===== config.mk =====
export PLATFORM = sky130hd
export DESIGN_NAME = thermo_gen
export DESIGN_NICKNAME = d
export VERILOG_FILES = /design/src/rtl/thermo_gen_pkg.sv /design/src/rtl/thermo_gen.sv
export SDC_FILE = /design/constraint.sdc
export NUM_CORES = 1
export LEC_CHECK = 0
export CORE_ASPECT_RATIO = 1.75
export CORE_MARGIN = 1
export CORE_UTILIZATION = 45
export DETAILED_ROUTE_END_ITERATION = 12
export PLACE_DENSITY = 0.74
export SLEW_MARGIN = 25
export SYNTH_ARGS = -nofsm -noshare
export SYNTH_HDL_FRONTEND = slang
export SYNTH_SLANG_ARGS = --single-unit

===== constraint.sdc =====
create_clock -name clk -period 1.47 [get_ports clk]
set_input_delay 0.2205 -clock clk [delete_from_list [all_inputs] [get_ports clk]]
set_output_delay 0.2205 -clock clk [all_outputs]
set_load 0.03 [all_outputs]

===== src/rtl/thermo_gen_pkg.sv =====
// Shared definitions for the thermometer-code generator and its matching counter block.
// Holds the FSM state encoding and the fill-select constants both blocks agree on.
package thermo_gen_pkg;

    typedef enum logic [1:0] {
        IDLE = 2'd0,
        BUSY = 2'd1,
        DONE = 2'd2
    } state_e;

    localparam logic [1:0] SEL_ONES  = 2'b10;
    localparam logic [1:0] SEL_ZEROS = 2'b01;

    // Any select other than ones/zeros yields an all-zero word.
    function automatic logic fillBit(input logic [1:0] selIn, input logic belowCount);
        logic b;
        b = 1'b0;
        case (selIn)
            SEL_ONES:  b = belowCount;
            SEL_ZEROS: b = ~belowCount;
            default:   b = 1'b0;
        endcase
        return b;
    endfunction

endpackage


===== src/rtl/thermo_gen.sv =====
// Thermometer-code word generator: builds a W-bit word one bit per cycle, LSB first,
// with the low 'count' bits set to the fill value and the rest to its complement.
module thermo_gen
    import thermo_gen_pkg::*;
#(
    parameter int W = 8
) (
    input  logic         clk,
    input  logic         rst,
    input  logic         start,
    input  logic [1:0]   sel,
    input  logic [W-1:0] cnt_in,
    output logic         busy,
    output logic         done,
    output logic [W-1:0] word_out
);

    localparam int            CW       = $clog2(W + 1);
    localparam logic [CW-1:0] LAST_IDX = CW'(W - 1);
    localparam logic [CW-1:0] SAT_CNT  = CW'(W);
    localparam logic [W-1:0]  MAX_CNT  = W'(W);

    state_e        state_q,    state_d;
    logic [CW-1:0] count_q,    count_d;
    logic [CW-1:0] bitIdx_q,   bitIdx_d;
    logic [1:0]    selLatch_q, selLatch_d;
    logic [W-1:0]  shiftReg_q, shiftReg_d;
    logic [W-1:0]  wordOut_q,  wordOut_d;
    logic          done_q,     done_d;

    // Control flow depends only on start and the bit index, so X on the data
    // inputs can reach the shift register but never the state or handshakes.
    always_comb begin
        state_d    = state_q;
        count_d    = count_q;
        bitIdx_d   = bitIdx_q;
        selLatch_d = selLatch_q;
        shiftReg_d = shiftReg_q;
        wordOut_d  = wordOut_q;
        done_d     = 1'b0;

        case (state_q)
            IDLE: begin
                if (start) begin
                    state_d    = BUSY;
                    selLatch_d = sel;
                    count_d    = (cnt_in > MAX_CNT) ? SAT_CNT : cnt_in[CW-1:0];
                    bitIdx_d   = '0;
                    shiftReg_d = '0;
                end
            end
            BUSY: begin
                shiftReg_d = {fillBit(selLatch_q, bitIdx_q < count_q), shiftReg_q[W-1:1]};
                bitIdx_d   = bitIdx_q + 1'b1;
                if (bitIdx_q == LAST_IDX) begin
                    state_d = DONE;
                end
            end
            DONE: begin
                wordOut_d = shiftReg_q;
                done_d    = 1'b1;
                state_d   = IDLE;
            end
            default: begin
                state_d = IDLE;
            end
        endcase
    end

    always_ff @(posedge clk) begin
        if (rst) begin
            state_q    <= IDLE;
            count_q    <= '0;
            bitIdx_q   <= '0;
            selLatch_q <= '0;
            shiftReg_q <= '0;
            wordOut_q  <= '0;
            done_q     <= 1'b0;
        end else begin
            state_q    <= state_d;
            count_q    <= count_d;
            bitIdx_q   <= bitIdx_d;
            selLatch_q <= selLatch_d;
            shiftReg_q <= shiftReg_d;
            wordOut_q  <= wordOut_d;
            done_q     <= done_d;
        end
    end

    assign busy     = (state_q == BUSY);
    assign done     = done_q;
    assign word_out = wordOut_q;

endmodule


==> results.json, run 1 <==
{
  "status": "completed",
  "drt_pass1_iterations": 4,
  "hold_path_class": "reg2reg",
  "grt_pass1_vias": 913,
  "cts_hold_buf": 0,
  "yosys.area_share.simple_pct": 23.57,
  "cts.clk_slew.worst_paths_ns": 0.06,
  "synth_top_family_by_area": "simple AND/OR/NAND/NOR gates",
  "wl_per_cell_um": 12.22,
  "pin_count": 23,
  "drc": 0,
  "cts_tree": "yes",
  "use_met1_pct": 18.14,
  "start_util_pct": 47.49,
  "leakage_nw": 0.6355,
  "arrival_ns": 1.16,
  "power.density_mw_per_mm2": 1045,
  "antenna_found_initial": 0,
  "peakVddDrop_v": 0.0008021,
  "syn_avg_cell_area_um2": 9.247,
  "grt_usage_pct": 19.47,
  "dp_hpwl_um": 1669,
  "layoutNonFillerInstCount": 188,
  "gp_congestion": 0.7858,
  "hold_violations": 0,
  "dp_slack_ns": -0.1850,
  "finalPower_w": 0.001669,
  "yosysSeqAreaShare_pct": 49.05,
  "port_buffers": 22,
  "final.setup.tns_ns": 0,
  "critPathKind": "reg2out",
  "areaGrowthSynthToFinish_pct": 34.88,
  "finalMaxSlewViolations": 0,
  "synth_area_mm2": 0.001184,
  "root_buffer": "clkbuf_8",
  "die_x_um": 40.77,
  "yosys_warnings": 0,
  "end_kind": "output pin",
  "finalCritPeriodShare_pct": 93.61,
  "drtIter0Drc": 19,
  "cp_max_fo": 8,
  "layout_commonest_cell": "dfxtp_1",
  "synth_adder_area_share_pct": 4.228,
  "setup_slack_ns": 0.09395,
  "cp.required_ns": 1.25,
  "cts_max_level": 2,
  "hold-worst-slack_ns": 0.4499,
  "layout_min_cycle_time_ns": 1.376,
  "num-fill-cells": 227,
  "tightest_slew_ns": 0.3550,
  "via_per_inst": 5.340,
  "grt_start_max_net_pins": 21,
  "layout-drive-gt1-share_pct": 23.46,
  "clock-sinks": 29,
  "ys_types": 29,
  "grt_util_met3_pct": 7.692,
  "synthMuxAreaShare_pct": 0.9514,
  "routed_wl_um": 2298,
  "core_area_mm2": 0.002492,
  "rows": 24,
  "insertedDiodeCount": 0,
  "die_y_um": 69.85,
  "overflow": 0,
  "maxCapViolCount": 0,
  "ys_ff_latch": 29,
  "via_count": 1004,
  "cts_buffers": 5,
  "fmax_mhz": 726.7,
  "rsz0062_at_grt": "false",
  "syn_inst": 128,
  "fin_worst_skew_ns": 0.005663,
  "dp.cells": 180,
  "clockBufferDepth": 2,
  "seqCellArea_um2": 581.8,
  "netlist.top_cell.by_area": "dfxtp_1",
  "layout_common_cells": "dfxtp_1 (28), nand2_1 (26), a21oi_1 (16)",
  "cp-start-kind": "register",
  "grt_use_met2_pct": 32.98,
  "grt-busiest-layer": "met2",
  "synth_area_leaders": "dfxtp_1 (49%), nand2_1 (8.2%), a21oi_1 (6.8%)",
  "slew_headroom_pct": 76.30,
  "layout.nets": 178,
  "grt_pass1_wl_um": 3732,
  "multi_input_area_um2": 584.3,
  "synthXorXnorAreaFrac_pct": 0,
  "synthesis.nets": 145,
  "clk_latency_ns": 0.28,
  "dieArea_mm2": 0.002848,
  "final_antenna_net_count": 0,
  "synth_top_area_share_pct": 49.05,
  "synth_compound_area_share_pct": 17.76,
  "setup_violations": 0
}
[routing by layer]
| layer | vias to the layer above | part of all wire (%) | wire length (µm) |
|---|---|---|---|
| met5 | - | 0 | 0 |
| met4 | 0 | 2.6 | 60 |
| met3 | 7 | 4.4 | 100 |
| met2 | 25 | 58 | 1331 |
| met1 | 463 | 35 | 806 |
| li1 | 509 | - | - |
[cell type report]
type	instances	area share (%)
Tap cell	26	2.038
Sequential cell	29	36.44
Timing Repair Buffer	32	17.63
Clock inverter	1	0.3135
Multi-Input combinational cell	89	36.60
Inverter	4	0.9404
Clock buffer	7	6.034
[logic make-up (layout without fill, tap and decap cells)]
| kind of cell | count (synthesis) | count (layout) |
|---|---|---|
| muxes | 1 | 1 |
| DFF | 29 | 29 |
| AOI/OAI and AO/OA | 30 | 30 |
| adders and majority gates | 4 | 4 |
| and+or+nand+nor | 54 | 54 |
| buffers and inverters | 10 | 44 |
[sequential cells by signal (all words and copies together), names as in the netlist]
signal / flops
selLatch_q: 2
word_out: 8
state_q: 2
bitIdx_q: 4
done: 1
count_q: 4
shiftReg_q: 8
[power breakdown]
group	total [W]	switching [W]	internal, W
Clock	0.000715	0.000293	0.000422
Combinational	0.000143	0.0000637	0.0000792
Sequential	0.000811	0.0000115	0.000799
Total	0.00167	0.000368	0.00130
[stage by stage]
step	utilization, %	area [µm²]
floorplan	-	1184
global placement	59.04	1471
detailed placement	59.04	1471
CTS	62.90	1568
global route	64.06	1597
finish	64.06	1597
[critical path, cell delays in order (launching register included)]
cell and delay (ns):
dfxtp_1 0.46, nor2b_4 0.24, buf_4 0.18
[path summary, 6_finish.rpt]
| path | start | endpoint | slack, ns | depth (start not counted) |
|---|---|---|---|---|
| max | state_q[0]$_SDFFE_PP0P_ | busy | 0.09 | 2 |
| min | count_q[2]$_SDFFE_PP0P_ | count_q[2]$_SDFFE_PP0P_ | 0.45 | 2 |
| max reg2reg | count_q[1]$_SDFFE_PP0P_ | shiftReg_q[7]$_SDFFE_PP0P_ | 0.11 | 6 |
| min reg2reg | count_q[2]$_SDFFE_PP0P_ | count_q[2]$_SDFFE_PP0P_ | 0.45 | 2 |
[Yosys cell counts]
library cell	count
nor2_1	8
inv_1	4
buf_6	2
a211oi_1	2
nand3b_1	2
a2111oi_0	1
or3_1	1
nor2b_1	1
nand4_1	1
or2_2	1
clkbuf_1	4
ha_1	4
or2b_1	1
nor3b_2	1
nor3b_4	1
nand2_1	26
o2111ai_1	1
or4_1	1
nor2b_4	1
dfxtp_1	29
a22o_2	8
o21a_1	1
o21ba_2	1
nand3_1	5
a21oi_1	16
nor2_2	1
nor3b_1	1
mux2_2	1
nand2b_1	2
[what timing repair did]
action,4_1_cts,5_1_grt
buffers inserted,0,0
gates resized for setup,11,4
setup endpoints to repair,10,4
gates cloned,0,0
hold endpoints to repair,0,0
(Power assumes the default switching activity.)
==> run 2: changes to the inputs <==
--- a/config.mk
+++ b/config.mk
@@ -8,8 +8,10 @@
 export CORE_ASPECT_RATIO = 1.75
 export CORE_MARGIN = 1
 export CORE_UTILIZATION = 45
+export CTS_BUF_LIST = sky130_fd_sc_hd__clkbuf_16
 export DETAILED_ROUTE_END_ITERATION = 12
 export PLACE_DENSITY = 0.74
+export SETUP_SLACK_MARGIN = 0.5
 export SLEW_MARGIN = 25
 export SYNTH_ARGS = -nofsm -noshare
 export SYNTH_HDL_FRONTEND = slang
==> results.json, run 2 (synthesis gave the netlist of run 1 again) <==
{
  "grt_start_max_net_pins": 23,
  "core_area_mm2": 0.002492,
  "layout-drive-gt1-share_pct": 67.44,
  "peakVddDrop_v": 0.0008615,
  "start_util_pct": 47.49,
  "overflow": 0,
  "r2r_start": "count_q[2]$_SDFFE_PP0P_",
  "status": "completed",
  "hold_path_depth": 5,
  "end_kind": "register",
  "die_x_um": 40.77,
  "clock-sinks": 29,
  "areaGrowthSynthToFinish_pct": 69.98,
  "arrival_ns": 1.53,
  "fmax_mhz": 759.6,
  "layout_commonest_cell": "buf_6",
  "postLayoutCoreUtil_pct": 80.72,
  "drtIter0Drc": 31,
  "cp_top_family": "simple AND/OR/NAND/NOR gates",
  "drt_pass1_iterations": 4,
  "cts_tree": "yes",
  "reg2reg_depth": 6,
  "layout_min_cycle_time_ns": 1.317,
  "via_per_inst": 5.500,
  "regToRegEndpoint": "shiftReg_q[7]$_SDFFE_PP0P_",
  "cp-start-kind": "register",
  "wl_per_cell_um": 16.32,
  "num-fill-cells": 148,
  "grt_usage_pct": 24.42,
  "cts.clk_slew.worst_paths_ns": 0.05,
  "setup_violations": 0,
  "rsz0062_at_grt": "true",
  "holdCritStartpoint": "cnt_in[5]",
  "reg2reg_slack_ns": 0.15,
  "final_antenna_net_count": 0,
  "gp_congestion": 0.7764,
  "hold_path_class": "in2reg",
  "cts_max_level": 2,
  "path_cells": "inv_1 -> ha_1 -> o21a_1 -> nor2_2 -> or3_1 -> nand3_1",
  "antenna_found_initial": 0,
  "dieArea_mm2": 0.002848,
  "insertedDiodeCount": 0,
  "clockBufferDepth": 2,
  "layout.nets": 188,
  "slew_headroom_pct": 81.54,
  "setup_slack_ns": 0.1535,
  "critPathKind": "reg2reg",
  "power.density_mw_per_mm2": 1001,
  "pin_count": 23,
  "die_y_um": 69.85,
  "dp_hpwl_um": 1711,
  "postLayoutCellArea_mm2": 0.002012,
  "routed_wl_um": 3232,
  "port_buffers": 22,
  "maxCapViolCount": 0,
  "cp_max_fo": 2,
  "dpl-instance-area_mm2": 0.001495,
  "grt_pass1_wl_um": 4726,
  "leakage_nw": 0.7450,
  "root_buffer": "clkbuf_16",
  "cts_hold_buf": 0,
  "clk_latency_ns": 0.28,
  "finalCritPeriodShare_pct": 89.56,
  "hold_violations": 0,
  "cp_slowest_cell": "or3_1",
  "dp_slack_ns": -0.1590,
  "drc": 0,
  "hold_path_end": "count_q[1]$_SDFFE_PP0P_",
  "tightest_slew_ns": 0.2769,
  "fin_worst_skew_ns": 0.005614,
  "grt_pass1_vias": 1068,
  "rows": 24,
  "path_buf_inv": 1,
  "cts_buffers": 5,
  "layout_common_cells": "buf_6 (21), nand2_1 (13), a21oi_2 (13), dfxtp_2 (13), dfxtp_1 (13)",
  "cp.required_ns": 1.69,
  "finalMaxSlewViolations": 0,
  "via_count": 1089,
  "max_stage_delay_ns": 0.36
}
## run 2: changes by cell type in the layout (fill, tap and decap cells not counted), sizes merged, moves of 2 or more
cell / before / now
buf: 11 / 31
dlygate4sd2: 9 / 2
clkdlybuf4s50: 12 / 6
clkbuf: 7 / 5
## run 2: worst max path at each step
stage | slack [ns] | from | endpoint | cells after the start
finish | 0.15 | count_q[2]$_SDFFE_PP0P_ | shiftReg_q[7]$_SDFFE_PP0P_ | 6
CTS | 0.19 | bitIdx_q[1]$_SDFFE_PP0P_ | shiftReg_q[7]$_SDFFE_PP0P_ | 4
detailed placement | -0.16 | cnt_in[6] | count_q[2]$_SDFFE_PP0P_ | 5
floorplan | 0.19 | count_q[1]$_SDFFE_PP0P_ | shiftReg_q[7]$_SDFFE_PP0P_ | 5
global placement | -0.08 | cnt_in[6] | count_q[2]$_SDFFE_PP0P_ | 5
global route | 0.1 | count_q[3]$_SDFFE_PP0P_ | shiftReg_q[7]$_SDFFE_PP0P_ | 6
## run 2: power by group
part / switching [W] / total, W / internal, W
clock network: 0.000349 / 0.000967 / 0.000618
logic: 0.000109 / 0.000233 / 0.000124
registers: 0.0000156 / 0.000814 / 0.000798
## run 2: layout make-up
cell class	count	area, µm²	area share (%)
clock inverters	3	17.52	0.8706
repair buffers	40	404.1	20.09
multi-input cells	91	809.5	40.24
flip-flops and latches	29	608.1	30.22
inverters	4	15.01	0.7463
clock buffers	5	125.1	6.219
well taps	26	32.53	1.617
## run 2: what timing repair did
| item | in CTS | in global routing |
|---|---|---|
| gates resized for setup | 108 | 45 |
| cloned | 2 | 0 |
| pin swaps | 31 | 29 |
| setup buffers | 7 | 6 |
| endpoints found under the setup margin | 38 | 37 |
## run 2: through the flow
step	hold WS, ns	TNS, ns	instances	total power [W]
2_1_floorplan	0.3565	0	128	0.0009101
3_3_place_gp	0.4420	-0.2584	175	0.0009651
3_5_place_dp	0.4463	-0.5251	175	0.0009719
4_1_cts	0.3283	0	192	0.001973
5_1_grt	0.3416	0	198	0.002075
6_report	0.3211	0	198	0.002014
## run 2: worst register-to-register path, delay by kind of cell (launching register included)
| family | cells | cell delay, ns |
|---|---|---|
| AND/OR/NAND/NOR | 3 | 0.49 |
| AO/OA/AOI/OAI | 1 | 0.15 |
| adder cells (fa/ha/maj) | 1 | 0.27 |
| flip-flops | 1 | 0.32 |
| buffers and inverters | 1 | 0.04 |
## run 2: routing by layer
layer / routed length, µm / part of all wire, % / track usage, %
met4: 53 / 1.6 / 11.11
met1: 1196 / 37 / 22.22
met3: 101 / 3.1 / 8.974
met5: 0 / 0 / 0
met2: 1880 / 58 / 42.86
